File: src/rtl/led_scan_driver.sv
// Row-multiplexed LED matrix driver for the 16x16 cell board: snapshots the live
// frame at frame boundaries, scans it out row by row, and emits frame/step pulses.
module led_scan_driver #(
    parameter int SCAN_DIV     = 1024,
    parameter int BLANK_CYCLES = 64,
    parameter int STEP_FRAMES  = 30
) (
    input  logic              clk,
    input  logic              reset,
    input  logic              enable,
    input  logic [15:0][15:0] pixels,
    output logic [15:0]       row_out,
    output logic [15:0]       col_out,
    output logic              frame_tick,
    output logic              step
);

    localparam int            CW        = (SCAN_DIV > 2) ? $clog2(SCAN_DIV) : 1;
    localparam logic [CW-1:0] CNT_LAST  = CW'(SCAN_DIV - 1);
    localparam logic [7:0]    FCNT_LAST = 8'(STEP_FRAMES - 1);

    logic [3:0]        row_q, row_d;
    logic [CW-1:0]     cnt_q, cnt_d;
    logic [15:0][15:0] disp_buf_q, disp_buf_d;
    logic [7:0]        fcnt_q, fcnt_d;
    logic              frame_tick_q, frame_tick_d;
    logic              step_q, step_d;
    logic              blank_s;
    logic              frame_end_s;

    function automatic logic [15:0] row_onehot(input logic [3:0] r);
        return 16'd1 << r;
    endfunction

    // A zero-length blanking window never darkens a slot.
    generate
        if (BLANK_CYCLES == 0) begin : g_no_blank
            assign blank_s = 1'b0;
        end else begin : g_blank
            localparam logic [CW-1:0] BLANK_W = CW'(BLANK_CYCLES);
            assign blank_s = (cnt_q < BLANK_W);
        end
    endgenerate

    assign frame_end_s = (row_q == 4'd15) && (cnt_q == CNT_LAST);

    // Next-state logic for the scan position, display buffer and frame counters.
    always_comb begin
        row_d        = row_q;
        cnt_d        = cnt_q;
        disp_buf_d   = disp_buf_q;
        fcnt_d       = fcnt_q;
        frame_tick_d = 1'b0;
        step_d       = 1'b0;
        if (!enable) begin
            // Idle: park at row 0 and keep the buffer following the board.
            row_d      = 4'd0;
            cnt_d      = '0;
            disp_buf_d = pixels;
        end else if (cnt_q == CNT_LAST) begin
            cnt_d = '0;
            row_d = row_q + 4'd1;
            if (frame_end_s) begin
                disp_buf_d   = pixels;
                frame_tick_d = 1'b1;
                if (fcnt_q == FCNT_LAST) begin
                    fcnt_d = 8'd0;
                    step_d = 1'b1;
                end else begin
                    fcnt_d = fcnt_q + 8'd1;
                end
            end else begin
                disp_buf_d = disp_buf_q;
            end
        end else begin
            cnt_d = cnt_q + CW'(1);
        end
    end

    // State registers with asynchronous active-low reset.
    always_ff @(posedge clk or negedge reset) begin
        if (!reset) begin
            row_q        <= 4'd0;
            cnt_q        <= '0;
            disp_buf_q   <= '0;
            fcnt_q       <= 8'd0;
            frame_tick_q <= 1'b0;
            step_q       <= 1'b0;
        end else begin
            row_q        <= row_d;
            cnt_q        <= cnt_d;
            disp_buf_q   <= disp_buf_d;
            fcnt_q       <= fcnt_d;
            frame_tick_q <= frame_tick_d;
            step_q       <= step_d;
        end
    end

    // Matrix drive decoded from registered state; dark while idle, blanking or in reset.
    always_comb begin
        row_out = 16'd0;
        col_out = 16'd0;
        if (reset && enable && !blank_s) begin
            row_out = row_onehot(row_q);
            col_out = disp_buf_q[row_q];
        end else begin
            row_out = 16'd0;
            col_out = 16'd0;
        end
    end

    assign frame_tick = frame_tick_q;
    assign step       = step_q;

endmodule

File: config.mk
export PLATFORM = sky130hd
export DESIGN_NAME = led_scan_driver
export DESIGN_NICKNAME = d
export VERILOG_FILES = /design/src/rtl/led_scan_driver.sv
export SDC_FILE = /design/constraint.sdc
export NUM_CORES = 1
export LEC_CHECK = 0
export CAP_MARGIN = 0
export CORE_UTILIZATION = 40
export CTS_CLUSTER_SIZE = 12
export DETAILED_ROUTE_END_ITERATION = 10
export PLACE_DENSITY_LB_ADDON = 0.15
export SLEW_MARGIN = 10
export SYNTH_ARGS = -nofsm -noshare
export SYNTH_HDL_FRONTEND = slang
export SYNTH_SLANG_ARGS = --single-unit
File: constraint.sdc
create_clock -name clk -period 3 [get_ports clk]
set_input_delay 0.3 -clock clk [delete_from_list [all_inputs] [get_ports clk]]
set_output_delay 0.3 -clock clk [all_outputs]
set_load 0.005 [all_outputs]
==> Yosys cells after proc, flatten, opt, wreduce, memory -nomap -nowiden <==
Index checks and enable logic that the tools add are counted.
{ "classes": {"add_sub_neg": 3, "magnitude_cmp": 2, "n_eq_ne": 5, "n_shift": 1, "n_mux": 19, "reduce_logical": 6} }
{ "ops": {"columns": ["cell", "count"], "rows": [
  ["$mux W256", 3],
  ["$bmux W16 S4", 1],
  ["$mux W16", 3],
  ["$mux W10", 2],
  ["$shl A1 B4 Y16 const A", 1],
  ["$add A10 B1 Y10 const B", 1],
  ["$eq A10 B10 Y1 const B", 1],
  ["$lt A10 B7 Y1 const B", 1],
  ["$add A8 B1 Y8 const B", 1],
  ["$eq A8 B5 Y1 const B", 1],
  ["$mux W4", 2],
  ["$mux W8", 1],
  ["$mux W1", 7],
  ["$lt A4 B5 Y1 const B", 1],
  ["$add A4 B1 Y4 const B", 1],
  ["$eq A4 B4 Y1 const B", 1],
  ["$ne A2 B1 Y1 const B", 2],
  ["$logic_and A1 B1 Y1", 3],
  ["$reduce_and A3 Y1", 1],
  ["$reduce_and A2 Y1", 1],
  ["$logic_not A1 Y1", 1]
]} }
{ "word_totals": {"ff_bits": 280, "in_bits": 259, "output_inout_bits": 34} }

==> Logic depth before layout (Yosys ltp) <==
{ "depth": {"depth_word": 5, "mapped_depth": 7, "ltp_nobuf": 6} }

==> Least setup slack after synthesis <==
OpenSTA, ideal clock, no wires.
{ "synth_timing": {"path_type": "reg-to-output", "start": "register row_q[0]", "end": "output col_out[11]", "arrival_time_ns": 1.865, "t_required_ns": 2.700, "path_slack_ns": 0.835, "stages_incl_launch_ff": 5, "n_path_buf": 2, "path_cell_list": "dfrtp_1 -> buf_2 -> buf_2 -> mux4_2 -> a221o_1"} }
{ "synth_via": {"elab_chain_len": 3} }
{ "synth_lines": {"columns": ["element", "line_no", "rtl"], "rows": [
  ["from (decl)", "22", "logic [3:0] row_q, row_d;"],
  ["from (signal assigned)", "90", "row_q <= row_d;"],
  ["$bmux W16 S4", "105", "col_out = disp_buf_q[row_q];"],
  ["$mux W16 (not written as such)", "105", null],
  ["$mux W16", "103", "if (reset && enable && !blank_s) begin"],
  ["to (decl)", "13", "output logic [15:0] col_out,"]
]} }
Every way passes these cells. The select of a mux whose other input is x is not followed.

==> Worst setup path in the final report <==
{ "layout_timing": {"start": "register row_q[1]", "end": "output col_out[12]"} }
Same word-level chain as after synthesis.

==> metrics.txt <==
first-pass GRT wire length 52960 microns; final setup vio count 0; FMAX 0.3368 GHz; P&R area growth vs syn 35.37%; antenna violations before repair 4; min Tclk post-route 2.969 ns; syn_area_per_cell 15.52 sq um; global routing usage on met1 28.49%; clock latency on the worst-skew pair 0.50 ns; CP Max Fanout 6; worst vdd ir 0.3601 mV; worst-margin pin slew just over 0.9 ns; DR WL/cell 21.15 microns; met2 usage 33.63%; fraction of layout cells with a size suffix above 1 34.09%; Detailed Route WL 34330 microns; Via density 5.150; Final Hold Violating Endpoints 0; GR peak layer met2; final net count 1430; H-tree Lvls 2; Slew Viols, Final 0; Max Cap Violations 0; DR pass1 iterations 4; placed insts 1542; Setup Skew 0.01731 ns; vias in the first global route 8950; die area 33560 sq um; placed wire-length estimate between 20000 and 25000 microns; RR Startpoint row_q[2]$_DFFE_PN0P_; global route overflow 0; Final Non-Filler Cells ~1600; Clock Pin Slew Worst Setup and Hold Paths 0.06 ns; Die W 183.2 microns; RSZ-0062 raised after global routing yes; Crit path arrival time ~2.7 ns; TritonCTS Buffers 34; met3 GRT Util about 4.2%; clk sink count 280; Core ar. 31960 sq um; GP Congestion approximately 0.78; P_leak between 0.007 and 0.008 uW; CP Capture Type primary output; Cell variety after synth 41; Vias 8358; Hold Crit Class in -> async; largest net degree at the start of global routing between 150 and 200; synthesized cell area 13130 sq um; WP data required ~2.7 ns; Mapped Cells 846; io pins 293; CTS max path bufs 3; Initial Utilization just over 40%; crit-path cells buf_12 -> buf_4 -> mux4_2 -> mux2i_4 -> nor3_2 -> a211o_1 -> dlygate4sd2_1; YS warnings 0; Critical Path Start row_q[1]$_DFFE_PN0P_; slowest library cell on the worst path dfrtp_4; 1st-iter DRT viols 468; die extent in y 183.2 microns; CP startpoint kind register; Synthesized Nets 1114; port buffer count 292; max incr delay on CP 0.56 ns; CTS tree yes; cell area power density ~520 nW/um^2; Total GRT Usage a little over a fifth; sequential share of the synthesized area about 53%; FP Rows 65; critical path class reg -> out; post-route antenna net violation count 0; Yosys reg bits between 200 and 300; clk root buf clkbuf_16; drt drc 0; worst hold slack 0.2014 ns; outcome complete, no violations; relative slew slack between 30% and 40%; crit share post-route 98.96%
## sequential cells by signal, indices dropped and copies added, names as in the netlist
name and flops:
cnt_q 10, disp_buf_q 256, fcnt_q 8, frame_tick 1
row_q 4, step 1
## path summary, 6_finish.rpt
path                                                to  slack (ns)  cells after the start
min                         disp_buf_q[84]$_DFFE_PN0P_        0.20                      2
max                                        col_out[12]        0.03                      7
min in group clk           disp_buf_q[185]$_DFFE_PN0P_        0.39                      2
max reg2reg                disp_buf_q[189]$_DFFE_PN0P_        0.33                      6
min reg2reg                 disp_buf_q[79]$_DFFE_PN0P_        0.48                      1
max in group asynchronous         row_q[0]$_DFFE_PN0P_        1.62                      3
## synth_stat cells
master	count	area [sq um]
a211o_1	7	61.31
a21boi_0	2	15.01
a21oi_1	1	5.000
a221o_1	3	30.03
a31oi_1	9	56.30
and2_1	14	87.58
and3_1	21	131.4
buf_12	13	260.3
buf_2	13	65.06
buf_4	1	7.510
buf_6	11	123.9
buf_8	3	45.04
clkbuf_1	15	56.30
clkinv_1	4	15.01
dfrtp_1	280	7007
ha_1	9	112.6
inv_1	2	7.510
mux2_1	50	563.0
mux2_2	212	2387
mux2i_1	11	110.1
mux4_2	64	1441
nand2_1	30	112.6
nand2b_1	1	6.260
nand3_1	6	30.03
nand3_2	1	10.01
nand3b_1	1	7.510
nand4_1	2	12.51
nand4b_1	1	8.760
nor2_1	9	33.78
nor3_1	14	70.07
nor4_1	2	12.51
nor4b_1	1	8.760
o211a_1	1	10.01
o21ai_0	17	85.08
o21ai_4	1	16.27
or3_1	1	6.260
or3_4	1	11.26
or4_1	2	15.01
or4b_1	1	10.01
xnor2_1	5	43.79
xor2_1	4	35.03
## power by group
group          leakage [uW]  internal [uW]  switching, uW
Combinational       0.00340            735            372
Clock              0.000527           2350           1570
Sequential          0.00330           4130            171
Total               0.00723           7220           2120
## cell usage in the layout (no fill, tap or decap), types with 3 or more instances in the layout
| cell type | n |
|---|---|
| mux2i_2 | 3 |
| buf_4 | 27 |
| nand2_1 | 30 |
| mux4_2 | 64 |
| dfrtp_1 | 277 |
| clkbuf_8 | 5 |
| clkinv_1 | 3 |
| clkbuf_16 | 35 |
| nor3_1 | 9 |
| mux2_1 | 50 |
| diode_2 | 3 |
| and3_1 | 19 |
| a221o_1 | 3 |
| xnor2_1 | 5 |
| nor3_2 | 5 |
| nor2_1 | 8 |
| dlygate4sd2_1 | 12 |
| mux2i_4 | 7 |
| clkinv_2 | 8 |
| and2_1 | 14 |
| dfrtp_4 | 3 |
| mux2_2 | 212 |
| o21ai_0 | 16 |
| xor2_1 | 4 |
| clkdlybuf4s50_1 | 275 |
| a31oi_1 | 9 |
| ha_1 | 6 |
| buf_12 | 12 |
| a211o_1 | 7 |
| clkbuf_1 | 8 |
| nand3_1 | 5 |
| ha_2 | 3 |
## per-stage QoR
stage          TNS [ns]  worst slack (ns)  utilization, %  cell area (sq um)  power (uW)
4_1_cts        -0.05919          -0.05066           55.44              17720        9465
5_1_grt        -0.07890          -0.04238           55.63              17780        9738
3_3_place_gp          0           0.03242           51.14              16340        5438
2_1_floorplan         0            0.8349               -              13130        4902
3_5_place_dp    -0.1279          -0.06641           51.14              16340        5464
6_report              0           0.03129           55.63              17780        9334
## critical path, delay by kind of cell, from the launching register on
family          cells  cell delay [ns]
simple gates        1             0.08
buf+inv             3             0.57
flops               1             0.56
compound gates      1             0.28
mux                 2             0.68
## repair_timing
action                     CTS  global route
setup endpoints to repair   31            12
hold endpoints to repair     4             0
hold buffers                 1             0
setup buffers               12             5
cloned                       1             0
gates resized for setup     59             6
pin swaps                    1             1
## routing by layer
| layer | wire length, microns | up-vias | share of wire [%] |
|---|---|---|---|
| met3 | 1922 | 55 | 5.6 |
| met2 | 16380 | 238 | 48 |
| met5 | 11 | - | 0.032 |
| li1 | - | 3788 | - |
| met4 | 991 | 2 | 2.9 |
| met1 | 15020 | 4275 | 44 |
## cell type report
class                   count  area, sq um
diodes                      3        7.507
clock buffers              48        974.7
clock inverters            11        90.09
fillers                  2682        14180
inverters                   6        23.77
multi-input cells         504         5699
flip-flops and latches    280         7018
well taps                 435        544.3
repair buffers            336         3422
## cell families after synthesis
| family | share of synthesized area (%) |
|---|---|
| simple gates | 4.373 |
| mux | 34.28 |
| compound gates | 2.124 |
| flops | 53.35 |
| buf+inv | 4.420 |
| xor+xnor | 0.6001 |
| fa+ha+maj | 0.8574 |
(Power assumes the default switching activity.)
